File: src/rtl/vid_bbox_pkg.sv
// Shared types and constants for the bounding-box overlay stage.
package vid_bbox_pkg;

  typedef struct packed {
    logic [7:0] r;
    logic [7:0] g;
    logic [7:0] b;
  } rgb_t;

  typedef logic [10:0] coord_t;

  localparam logic [3:0] PKT_VIDEO = 4'h0;
  localparam logic [3:0] PKT_CTRL  = 4'hF;
  localparam coord_t     COORD_MAX = 11'h7FF;

  typedef enum logic [1:0] {
    ST_IDLE  = 2'd0,
    ST_VIDEO = 2'd1,
    ST_OTHER = 2'd2
  } parse_state_t;

  function automatic logic in_range(input logic [7:0] v, input logic [7:0] lo,
                                    input logic [7:0] hi);
    return (v >= lo) && (v <= hi);
  endfunction

endpackage

File: src/rtl/vid_bbox_accum.sv
// Running min/max of matching pixel coordinates; latches the box at end of frame.
module vid_bbox_accum
  import vid_bbox_pkg::*;
(
  input  logic   clk,
  input  logic   reset,
  input  logic   match,
  input  coord_t x,
  input  coord_t y,
  input  logic   eop,
  input  logic   clear,
  output coord_t bbox_x_min,
  output coord_t bbox_x_max,
  output coord_t bbox_y_min,
  output coord_t bbox_y_max,
  output logic   bbox_valid,
  output logic   frame_done
);

  coord_t x_lo, x_hi, y_lo, y_hi;
  coord_t x_lo_n, x_hi_n, y_lo_n, y_hi_n;
  logic   hit, hit_n;

  // The eop pixel itself must be folded in before latching, hence the lookahead.
  always_comb begin
    x_lo_n = x_lo;
    x_hi_n = x_hi;
    y_lo_n = y_lo;
    y_hi_n = y_hi;
    hit_n  = hit;
    if (match) begin
      if (x < x_lo) x_lo_n = x;
      if (x > x_hi) x_hi_n = x;
      if (y < y_lo) y_lo_n = y;
      if (y > y_hi) y_hi_n = y;
      hit_n = 1'b1;
    end
  end

  always_ff @(posedge clk or posedge reset) begin
    if (reset) begin
      x_lo       <= COORD_MAX;
      x_hi       <= '0;
      y_lo       <= COORD_MAX;
      y_hi       <= '0;
      hit        <= 1'b0;
      bbox_x_min <= '0;
      bbox_x_max <= '0;
      bbox_y_min <= '0;
      bbox_y_max <= '0;
      bbox_valid <= 1'b0;
      frame_done <= 1'b0;
    end else begin
      frame_done <= 1'b0;
      if (eop) begin
        frame_done <= 1'b1;
        bbox_valid <= hit_n;
        if (hit_n) begin
          bbox_x_min <= x_lo_n;
          bbox_x_max <= x_hi_n;
          bbox_y_min <= y_lo_n;
          bbox_y_max <= y_hi_n;
        end
        x_lo <= COORD_MAX;
        x_hi <= '0;
        y_lo <= COORD_MAX;
        y_hi <= '0;
        hit  <= 1'b0;
      end else if (clear) begin
        x_lo <= COORD_MAX;
        x_hi <= '0;
        y_lo <= COORD_MAX;
        y_hi <= '0;
        hit  <= 1'b0;
      end else begin
        x_lo <= x_lo_n;
        x_hi <= x_hi_n;
        y_lo <= y_lo_n;
        y_hi <= y_hi_n;
        hit  <= hit_n;
      end
    end
  end

endmodule

File: src/rtl/vid_bbox_overlay.sv
// Avalon-ST video stage: colour-window bounding box detection and outline overlay.
// Define VID_BBOX_CROSSHAIR_EN to also draw a crosshair through the box centre.
module vid_bbox_overlay
  import vid_bbox_pkg::*;
#(
  parameter int          IMG_W   = 640,
  parameter int          IMG_H   = 480,
  parameter logic [7:0]  R_MIN   = 8'd150,
  parameter logic [7:0]  R_MAX   = 8'd255,
  parameter logic [7:0]  G_MIN   = 8'd0,
  parameter logic [7:0]  G_MAX   = 8'd90,
  parameter logic [7:0]  B_MIN   = 8'd0,
  parameter logic [7:0]  B_MAX   = 8'd90,
  parameter logic [23:0] BOX_RGB = 24'h00FF00
) (
  input  logic         clk,
  input  logic         reset,
  input  logic [23:0]  sink_data,
  input  logic         sink_valid,
  input  logic         sink_sop,
  input  logic         sink_eop,
  output logic         sink_ready,
  output logic [23:0]  source_data,
  output logic         source_valid,
  output logic         source_sop,
  output logic         source_eop,
  input  logic         source_ready,
  input  logic         mode,
  output coord_t       bbox_x_min,
  output coord_t       bbox_x_max,
  output coord_t       bbox_y_min,
  output coord_t       bbox_y_max,
  output logic         bbox_valid,
  output logic         frame_done,
  output parse_state_t parse_state
);

  // Handshake: a beat moves when sink_valid && sink_ready; the output register
  // may only be overwritten when it is empty or being consumed this cycle.
  parse_state_t state, state_n;
  coord_t       x, y;
  rgb_t         pix;
  logic         xfer, pixel_beat, pix_match, on_edge, on_cross, overlay;

  assign sink_ready  = !source_valid || source_ready;
  assign xfer        = sink_valid && sink_ready;
  assign pix         = sink_data;
  assign pixel_beat  = xfer && !sink_sop && (state == ST_VIDEO);
  assign pix_match   = pixel_beat && (y < coord_t'(IMG_H)) &&
                       in_range(pix.r, R_MIN, R_MAX) &&
                       in_range(pix.g, G_MIN, G_MAX) &&
                       in_range(pix.b, B_MIN, B_MAX);
  assign parse_state = state;

  always_ff @(posedge clk or posedge reset) begin
    if (reset) state <= ST_IDLE;
    else       state <= state_n;
  end

  // A sop always re-parses, which also recovers from truncated packets.
  always_comb begin
    state_n = state;
    if (xfer) begin
      if (sink_sop) begin
        if (sink_eop)                         state_n = ST_IDLE;
        else if (sink_data[3:0] == PKT_VIDEO) state_n = ST_VIDEO;
        else                                  state_n = ST_OTHER;
      end else if (sink_eop && (state != ST_IDLE)) begin
        state_n = ST_IDLE;
      end
    end
  end

  always_ff @(posedge clk or posedge reset) begin
    if (reset) begin
      x <= '0;
      y <= '0;
    end else if (xfer && sink_sop) begin
      x <= '0;
      y <= '0;
    end else if (pixel_beat) begin
      if (x == coord_t'(IMG_W - 1)) begin
        x <= '0;
        if (y != coord_t'(IMG_H)) y <= y + 1'b1;
      end else begin
        x <= x + 1'b1;
      end
    end
  end

  vid_bbox_accum u_accum (
    .clk        (clk),
    .reset      (reset),
    .match      (pix_match),
    .x          (x),
    .y          (y),
    .eop        (pixel_beat && sink_eop),
    .clear      (xfer && sink_sop),
    .bbox_x_min (bbox_x_min),
    .bbox_x_max (bbox_x_max),
    .bbox_y_min (bbox_y_min),
    .bbox_y_max (bbox_y_max),
    .bbox_valid (bbox_valid),
    .frame_done (frame_done)
  );

  assign on_edge = (((x == bbox_x_min) || (x == bbox_x_max)) &&
                    (y >= bbox_y_min) && (y <= bbox_y_max)) ||
                   (((y == bbox_y_min) || (y == bbox_y_max)) &&
                    (x >= bbox_x_min) && (x <= bbox_x_max));

`ifdef VID_BBOX_CROSSHAIR_EN
  logic [11:0] sum_x, sum_y;
  coord_t      cx, cy;
  assign sum_x    = {1'b0, bbox_x_min} + {1'b0, bbox_x_max};
  assign sum_y    = {1'b0, bbox_y_min} + {1'b0, bbox_y_max};
  assign cx       = sum_x[11:1];
  assign cy       = sum_y[11:1];
  assign on_cross = ((x == cx) && (y >= bbox_y_min) && (y <= bbox_y_max)) ||
                    ((y == cy) && (x >= bbox_x_min) && (x <= bbox_x_max));
`else
  assign on_cross = 1'b0;
`endif

  // The box registers only change after this frame's eop, so the drawn box lags one frame.
  assign overlay = pixel_beat && mode && bbox_valid && (on_edge || on_cross);

  always_ff @(posedge clk or posedge reset) begin
    if (reset) begin
      source_data  <= '0;
      source_valid <= 1'b0;
      source_sop   <= 1'b0;
      source_eop   <= 1'b0;
    end else if (xfer) begin
      source_data  <= overlay ? BOX_RGB : sink_data;
      source_valid <= 1'b1;
      source_sop   <= sink_sop;
      source_eop   <= sink_eop;
    end else if (source_ready) begin
      source_valid <= 1'b0;
    end
  end

endmodule

File: config.mk
export PLATFORM = sky130hd
export DESIGN_NAME = vid_bbox_overlay
export DESIGN_NICKNAME = d
export VERILOG_FILES = /design/src/rtl/vid_bbox_pkg.sv /design/src/rtl/vid_bbox_accum.sv /design/src/rtl/vid_bbox_overlay.sv
export SDC_FILE = /design/constraint.sdc
export NUM_CORES = 1
export LEC_CHECK = 0
export BUFFER_PORTS_ARGS = -buffer_cell sky130_fd_sc_hd__buf_2
export CELL_PAD_IN_SITES_DETAIL_PLACEMENT = 0
export CELL_PAD_IN_SITES_GLOBAL_PLACEMENT = 1
export CORE_ASPECT_RATIO = 0.75
export CORE_MARGIN = 1.5
export CORE_UTILIZATION = 25
export CTS_BUF_LIST = sky130_fd_sc_hd__clkbuf_8
export CTS_CLUSTER_SIZE = 16
export DETAILED_ROUTE_END_ITERATION = 8
export PLACE_DENSITY_LB_ADDON = 0.1
export REMOVE_ABC_BUFFERS = 1
export SYNTH_ARGS = -nofsm -noshare
export SYNTH_HDL_FRONTEND = slang
export SYNTH_SLANG_ARGS = --single-unit
File: constraint.sdc
create_clock -name clk -period 10.05 [get_ports clk]
set_input_delay 2.01 -clock clk [delete_from_list [all_inputs] [get_ports clk]]
set_output_delay 2.01 -clock clk [all_outputs]
set_load 0.1 [all_outputs]
==> run_results.csv, run 1 <==
group,metric,value,unit
clock_network,clk_transition_reported_paths,0.08,ns
synth,ys_types,56,
drt,avgRoutedWirePerCell,17.3,µm
clock_network,h-tree-depth,4,
global_routing,grt_pass1_vias,6202,
critical_path,cp-end-kind,"output port",
critical_path,cp_max_fo,8,
timing,slew_headroom,0.233,
synth,syn_area,8060,µm²
drt,vias,6211,
timing,max_freq,205,MHz
critical_path,cp-start-kind,"primary input",
hold_path,hold_path_class,"reg2reg",
final_layout,layout_commonest_cell,"dfrtp_1",
final_layout,syn_to_final_growth,17.5,%
final_layout,diodes,0,
critical_path,cp-startpoint,"source_ready",
critical_path,critPathSlowestCell,"buf_2",
floorplanning,fp.coreArea,31500,µm²
critical_path,crit_type,"in2out",
synth,syn_area_per_cell,9.47,µm²
final_layout,nets,1076,
final_layout,fillers,3335,
clock_network,cts_tree,"done",
place,placedCellCount,1343,
final_layout,largest-register,"source_data",
status,status,"complete, no violations",
drt,wl,23700,µm
floorplanning,die_area,33300,µm²
critical_path,reg2reg_from,"y[4]",
timing,maxSlewViolCount,0,
clock_network,clock_latency,0.47,ns
timing,tightest_slew,1.15,ns
global_routing,grt_max_degree,94,
final_layout,drive_above_1_share,0.193,
final_layout,fin_area,9470,µm²
global_routing,gr-usage-all-layers,0.149,
floorplanning,io-pin-count,107,
drt,drt_iter0_markers,257,
place,place_congestion,0.700,
critical_path,r2r_end,"source_data[17]",
final_layout,final_util,0.301,
drt,antenna_left,0,
timing,layout_min_cycle_time,4.88,ns
synth,yosys.area.top_type_share,0.373,
timing,setup_tns,0,ns
drt,viasPerCell,4.52,
timing,setup_violations,0,
place,hpwl,17300,µm
floorplanning,initial_core_util,0.256,
clock_network,cts_hold_buf,0,
pwr,leakage,0.00497,µW
final_layout,largest_reg_flops,24,
synth,syn_inst,851,
pwr,ir_worst_vdd,63.8,µV
timing,final-hold-violation-count,0,
synth,ys.flop_type,"dfrtp_1",
synth,synth_largest_area_cell,"dfrtp_1",
synth,synth-edff-count,0,
critical_path,critical-path-max-stage-delay,0.50,ns
floorplanning,num_rows,56,
drt,drc_errors,0,
synth,async_flop_share,1.00,
floorplanning,die_h,158,µm
global_routing,grt_pass1_wl,37200,µm
clock_network,clkSinkCount,142,
synth,seq_area_frac_synth,0.444,
place,dpl_cell_area,9040,µm²
critical_path,crit_end,"sink_ready",
timing,fin_worst_skew,0.0118,ns
synth,ys_warn_count,0,
critical_path,arrival,2.87,ns
clock_network,numCtsBuffers,17,
clock_network,clockBufferDepth,2,
drt,dr.pass1.iters,5,
critical_path,critical_path.cell_chain,"buf_2 > nand2b_1 > buf_2",
place,io_buffers,106,
critical_path,r2r_setup_slack,7.01,ns
floorplanning,die_x,210,µm
synth,ys_top_cells_by_area,"dfrtp_1 37%, ha_1 14%, dfstp_2 7.2%, inv_1 4.5%, nand2_1 4.2%",
clock_network,cts_setup_buffers,0,
critical_path,reg2reg_depth,8,
timing,rsz0062_at_grt,"false",
final_layout,layout_common_cells,"120 x dfrtp_1, 106 x buf_2, 95 x inv_1",
pwr,p_per_area,136,nW/µm²
flow_run,drv_cap,0,
synth,ys_seq_elements,142,
timing,post-route-period-util,0.485,
global_routing,antenna_found_initial,0,
global_routing,grt_overflow,0,
critical_path,cp.required,8.04,ns
clock_network,cts-root-buf,"clkbuf_8",
final_layout,instances_no_fill,1375,
critical_path,cpMostUsedCell,"buf_2",
clock_network,cts_resized,0,
through the flow:
stage	hold WS (ns)	total power (µW)	worst slack, ns
floorplan	0.463	749	4.27
CTS	0.490	1320	5.16
global placement	0.461	796	5.17
detailed placement	0.465	795	5.16
finish	0.486	1290	5.17
global route	0.521	1360	5.10
layer usage:
| metal | GRT usage | vias up | share of wire |
|---|---|---|---|
| met3 | 0.0321 | 5 | 0.024 |
| met5 | 0 | - | 0 |
| met1 | 0.221 | 2972 | 0.54 |
| li1 | - | 3181 | - |
| met2 | 0.217 | 53 | 0.43 |
| met4 | 0.0404 | 0 | 0.0032 |
power by group:
| group | leakage (µW) | total [µW] | switching, µW | internal [µW] |
|---|---|---|---|---|
| Clock | 0.000204 | 510 | 241 | 269 |
| Sequential | 0.00185 | 595 | 8.88 | 586 |
| Combinational | 0.00291 | 186 | 158 | 27.9 |
cell families (layout without fill, tap and decap cells):
group,count (synthesis),after routing,share of synthesized area
flip-flops,142,142,0.444
XOR/XNOR,10,10,0.0109
multiplexers,33,33,0.0410
AND/OR/NAND/NOR,251,251,0.154
adder cells (fa/ha/maj),89,89,0.138
buffers and inverters,126,244,0.0632
AO/OA/AOI/OAI,200,200,0.149
critical path: cells and delay by family:
kind	cells	cell delay, ns
simple gates	1	0.29
buf+inv	2	0.57
synthesized netlist by cell type, types with 2 or more instances:
| master | n |
|---|---|
| nor3_1 | 5 |
| nor4b_2 | 2 |
| a31oi_1 | 13 |
| a211o_1 | 2 |
| or3_1 | 2 |
| a32o_1 | 2 |
| ha_1 | 89 |
| nand4_1 | 27 |
| nand3_1 | 14 |
| a22o_1 | 16 |
| nor2b_1 | 6 |
| a2111oi_0 | 2 |
| o21ai_1 | 33 |
| xor2_1 | 8 |
| o211ai_1 | 4 |
| xnor2_1 | 2 |
| and3_1 | 7 |
| nor2_1 | 74 |
| buf_2 | 9 |
| a211oi_1 | 5 |
| clkbuf_1 | 16 |
| dfrtp_1 | 120 |
| nand3b_1 | 2 |
| a21o_1 | 12 |
| dfstp_2 | 22 |
| buf_4 | 4 |
| and2_1 | 2 |
| a21oi_1 | 62 |
| o21ai_0 | 38 |
| a41oi_1 | 2 |
| mux2i_1 | 33 |
| inv_1 | 96 |
| nand2b_1 | 5 |
| nand2_1 | 91 |
| and3_2 | 2 |
| o2111ai_1 | 2 |
worst min-delay path by stage:
stage,start,end,slack [ns],cells after the start
3_3_place_gp,source_sop,source_sop,0.46,2
5_1_grt,source_eop,source_eop,0.52,2
3_5_place_dp,source_sop,source_sop,0.46,2
6_report,source_sop,source_sop,0.49,2
4_1_cts,source_sop,source_sop,0.49,2
2_1_floorplan,u_accum.y_lo[10],u_accum.y_lo[10],0.46,2
area by class of cell:
class | instances | area (µm²) | area share
clock inverter | 15 | 195 | 0.0206
tap | 406 | 508 | 0.0536
sequential | 142 | 3580 | 0.378
multi-input combinational | 583 | 3980 | 0.420
inverter | 96 | 365 | 0.0386
clock buffer | 17 | 234 | 0.0247
timing repair buffer | 116 | 606 | 0.0640
Note: power is estimated with default switching activity, not from simulation.
==> run 2, diff against run 1 <==
clock period = 4.56 ns   (was 10.05 ns; I/O delays follow)
==> run_results.csv, run 2 (synthesis gave the netlist of run 1 again) <==
group,metric,value,unit
timing,fin_ws,1.47,ns
place,place_congestion,0.713,
floorplanning,io-pin-count,107,
global_routing,grt_overflow,0,
drt,drt_iter0_markers,301,
timing,post-route-period-util,0.677,
clock_network,clockBufferDepth,2,
clock_network,cts_resized,0,
floorplanning,fp.coreArea,31500,µm²
pwr,pwr-share-clk,0.391,
global_routing,grt_pass1_wl,38000,µm
place,hpwl,17500,µm
critical_path,arrival,3.44,ns
timing,max_freq,324,MHz
clock_network,h-tree-depth,4,
critical_path,cp_max_fo,10,
drt,dr.pass1.iters,4,
pwr,leakage,0.00502,µW
final_layout,final_util,0.302,
critical_path,crit_type,"reg2reg",
hold_path,hold_path_class,"reg2reg",
drt,viasPerCell,4.54,
timing,maxSlewViolCount,0,
clock_network,numCtsBuffers,17,
pwr,totalPowerFinal,2830,µW
floorplanning,die_area,33300,µm²
pwr,p_per_area,298,nW/µm²
clock_network,cts_setup_buffers,0,
final_layout,diodes,0,
drt,antenna_left,0,
pwr,p_seq_frac,0.463,
global_routing,antenna_found_initial,0,
timing,fin_worst_skew,0.0190,ns
timing,setup_violations,0,
final_layout,largest_reg_flops,24,
drt,drc_errors,0,
final_layout,largest-register,"source_data",
final_layout,nets,1082,
final_layout,layout_common_cells,"120 x dfrtp_1, 106 x buf_2, 95 x inv_1",
timing,holdWs,0.492,ns
drt,vias,6273,
place,preCtsSetupSlack,1.17,ns
clock_network,cts_tree,"done",
clock_network,clkSinkCount,142,
final_layout,layout_commonest_cell,"dfrtp_1",
flow_run,drv_cap,0,
place,dpl_cell_area,9100,µm²
status,status,"complete, no violations",
critical_path,cp-startpoint,"y[9]",
pwr,ir_worst_vdd,153,µV
critical_path,cp-start-kind,"register",
final_layout,fin_area,9510,µm²
clock_network,clock_latency,0.49,ns
pwr,swShare,0.317,
floorplanning,die_x,210,µm
floorplanning,die_h,158,µm
clock_network,cts-root-buf,"clkbuf_8",
timing,rsz0062_at_grt,"false",
floorplanning,initial_core_util,0.256,
hold_path,hp-start,"source_sop",
drt,wl,24200,µm
final_layout,drive_above_1_share,0.198,
pwr,combPwrFrac,0.146,
pwr,p_int,1930,µW
clock_network,cts_hold_buf,0,
global_routing,grt_pass1_vias,6359,
timing,final-hold-violation-count,0,
pwr,p_switching,899,µW
timing,layout_min_cycle_time,3.09,ns
critical_path,cp-end-kind,"register",
floorplanning,num_rows,56,
timing,tightest_slew,0.971,ns
global_routing,gr-usage-all-layers,0.152,
timing,slew_headroom,0.352,
critical_path,reg2reg_from,"y[9]",
clock_network,clk_transition_reported_paths,0.08,ns
final_layout,syn_to_final_growth,18.1,%
global_routing,grt_max_degree,77,
drt,avgRoutedWirePerCell,17.5,µm
critical_path,cp.required,4.91,ns
place,io_buffers,106,
run 2: changes by cell type in the layout (fill, tap and decap cells not counted):
| cell | change |
|---|---|
| buf_4 | +5 |
| clkinvlp_4 | -4 |
| clkbuf_8 | +3 |
| clkinv_2 | +3 |
| buf_12 | +1 |
| bufinv_16 | -1 |
| inv_6 | -1 |
run 2: power by group through the flow:
stage	Combinational, µW	Sequential, µW	Clock [µW]
4_1_cts	419	1310	1160
3_5_place_dp	420	1330	0
3_3_place_gp	421	1340	0
5_1_grt	434	1320	1210
2_1_floorplan	78.0	1570	0
6_report	413	1310	1110
run 2: layer usage:
metal	GRT usage	wire [µm]
met4	0.0391	191
met3	0.0316	551
met1	0.225	13100
met5	0	0
met2	0.223	10400
run 2: area by class of cell:
class / instances / area [µm²]
Fill cell: 3351 / 21900
Multi-Input combinational cell: 583 / 3980
Sequential cell: 142 / 3580
Timing Repair Buffer: 122 / 663
Tap cell: 406 / 508
Inverter: 96 / 365
Clock buffer: 20 / 275
Clock inverter: 12 / 141
run 2: path summary, 6_finish.rpt:
path / end / slack, ns / depth (start not counted)
max: u_accum.bbox_x_min[7] / 1.47 / 7
max reg2reg: u_accum.bbox_x_min[7] / 1.47 / 7
min reg2reg: source_sop / 0.49 / 2
max in group asynchronous: u_accum.x_lo[7] / 3.09 / 3
min: source_sop / 0.49 / 2
min in group asynchronous: u_accum.bbox_y_max[2] / 0.56 / 2
run 2: stage by stage:
| stage | cells | TNS (ns) |
|---|---|---|
| floorplan | 821 | -15.02 |
| global placement | 1349 | 0 |
| detailed placement | 1349 | 0 |
| CTS | 1381 | 0 |
| global route | 1381 | 0 |
| finish | 1381 | 0 |
run 2: critical path, cell delays in order (launching register included):
cell and delay, ns:
dfrtp_1 0.59, a211oi_1 0.30, nand4_1 0.24, nor3_1 0.53, o2111ai_1 0.61, buf_4 0.38, mux2i_1 0.22, o21ai_1 0.08
==> run 3, diff against run 2 <==
clock period = 2.8 ns   (was 4.56 ns; I/O delays follow)
==> run_results.csv, run 3 (synthesis gave the netlist of run 1 again) <==
group,metric,value,unit
pwr,p_per_area,483,nW/µm²
pwr,totalPowerFinal,4760,µW
place,hpwl,19200,µm
clock_network,cts-root-buf,"clkbuf_8",
drt,drc_errors,0,
drt,antenna_left,0,
timing,rsz0062_at_grt,"false",
global_routing,grt_max_degree,50,
place,place_congestion,0.762,
drt,drt_iter0_markers,196,
clock_network,numCtsBuffers,17,
clock_network,clockBufferDepth,2,
floorplanning,initial_core_util,0.256,
global_routing,antenna_found_initial,0,
global_routing,grtUsageMet3,0.0381,
timing,tightest_slew,0.528,ns
global_routing,top_usage_layer,"met2",
pwr,ir_worst_vdd,224,µV
pwr,combPwrFrac,0.144,
place,dpl_cell_area,9420,µm²
final_layout,instances_no_fill,1419,
timing,max_freq,382,MHz
pwr,p_seq_frac,0.448,
final_layout,fin_area,9870,µm²
final_layout,syn_to_final_growth,22.5,%
floorplanning,die_h,158,µm
critical_path,cp-end-kind,"register",
final_layout,layout_commonest_cell,"dfrtp_1",
drt,wl,24800,µm
drt,vias,6353,
clock_network,cts_hold_buf,0,
critical_path,r2r_end,"source_data[18]",
global_routing,global_route.usage.met2,0.243,
pwr,pwr-share-clk,0.407,
drt,avgRoutedWirePerCell,17.5,µm
global_routing,grt_pass1_wl,39400,µm
final_layout,largest_reg_flops,24,
timing,slew_headroom,0.645,
critical_path,cp_max_fo,24,
final_layout,drive_above_1_share,0.226,
critical_path,reg2reg_from,"y[10]",
timing,fin_worst_skew,0.0145,ns
final_layout,largest-register,"source_data",
final_layout,multi_input_area,3980,µm²
pwr,leakage,0.00524,µW
place,io_buffers,106,
global_routing,grtUsageMet1,0.224,
floorplanning,fp.coreArea,31500,µm²
timing,setup_tns,0,ns
pwr,p_int,3290,µW
timing,setup_violations,0,
flow_run,drv_cap,0,
critical_path,critical_path.cell_chain,"ha_1 > nand4_1 > nor3_1 > a41oi_1 > a2111oi_1 > a221oi_2 > buf_12 > a22o_1",
global_routing,grt_overflow,0,
final_layout,fillers,3342,
critical_path,cp.required,3.16,ns
drt,dr.pass1.iters,4,
floorplanning,io-pin-count,107,
timing,post-route-period-util,0.935,
drt,viasPerCell,4.48,
final_layout,diodes,0,
timing,holdWs,0.0959,ns
floorplanning,die_area,33300,µm²
floorplanning,num_rows,56,
place,placedCellCount,1387,
critical_path,critPathSlowestCell,"a2111oi_1",
critical_path,arrival,2.98,ns
timing,layout_min_cycle_time,2.62,ns
critical_path,cp-start-kind,"register",
global_routing,gr-usage-all-layers,0.158,
clock_network,clkSinkCount,142,
critical_path,reg2reg_depth,8,
pwr,p_switching,1470,µW
status,status,"complete, no violations",
pwr,swShare,0.309,
timing,final-hold-violation-count,0,
final_layout,register_area,3580,µm²
final_layout,layout_common_cells,"120 x dfrtp_1, 106 x buf_2, 97 x inv_1",
critical_path,critical-path-max-stage-delay,0.48,ns
clock_network,clk_transition_reported_paths,0.09,ns
global_routing,grt_pass1_vias,6580,
final_layout,nets,1120,
clock_network,clock_latency,0.49,ns
critical_path,crit_type,"reg2reg",
timing,maxSlewViolCount,0,
critical_path,r2r_setup_slack,0.18,ns
hold_path,hold_path_class,"in2async",
clock_network,h-tree-depth,4,
floorplanning,die_x,210,µm
clock_network,cts_tree,"done",
[run 3: routing by layer]
metal,share of wire,wire length (µm)
met4,0.0063,156
met3,0.027,670
met2,0.45,11200
met1,0.52,12800
met5,0,0
[run 3: worst max-delay path: cells and delay by family, from the launching register on]
kind	cells	cell delay (ns)
AO/OA/AOI/OAI	4	1.08
adder cells (fa/ha/maj)	1	0.34
buffers and inverters	1	0.20
flip-flops	1	0.47
AND/OR/NAND/NOR	2	0.41
[run 3: power groups by stage]
stage	registers [µW]	clock network, µW	logic [µW]
global route	2140	2130	726
detailed placement	2170	0	701
finish	2140	1940	688
floorplan	2560	0	127
global placement	2180	0	702
CTS	2140	2030	700
[run 3: how the worst max path moves through the flow]
stage                       startpoint                    end  slack (ns)
after global placement            y[6]        source_data[19]        0.15
after detailed placement         y[10]        source_data[18]        0.12
final                            y[10]        source_data[18]        0.18
after floorplan           source_valid  u_accum.bbox_y_min[1]       -1.58
after global routing              y[6]        source_data[18]       0.009
after CTS                         x[8]        source_data[18]        0.07
[run 3: cell type report]
| class | instances | share of cell area |
|---|---|---|
| Tap cell | 406 | 0.0515 |
| Timing Repair Buffer | 160 | 0.0999 |
| Multi-Input combinational cell | 583 | 0.403 |
| Clock buffer | 18 | 0.0251 |
| Sequential cell | 142 | 0.363 |
| Inverter | 96 | 0.0370 |
| Clock inverter | 14 | 0.0203 |
[run 3: stage by stage]
step | worst slack (ns) | util
after global routing | 0.00900 | 0.314
after global placement | 0.148 | 0.299
final | 0.181 | 0.314
after detailed placement | 0.117 | 0.299
after CTS | 0.0693 | 0.314
after floorplan | -1.58 | -
[run 3: what timing repair did]
item,CTS,global route
buffers inserted,0,0
gates resized for setup,0,2
endpoints found under the setup margin,0,20
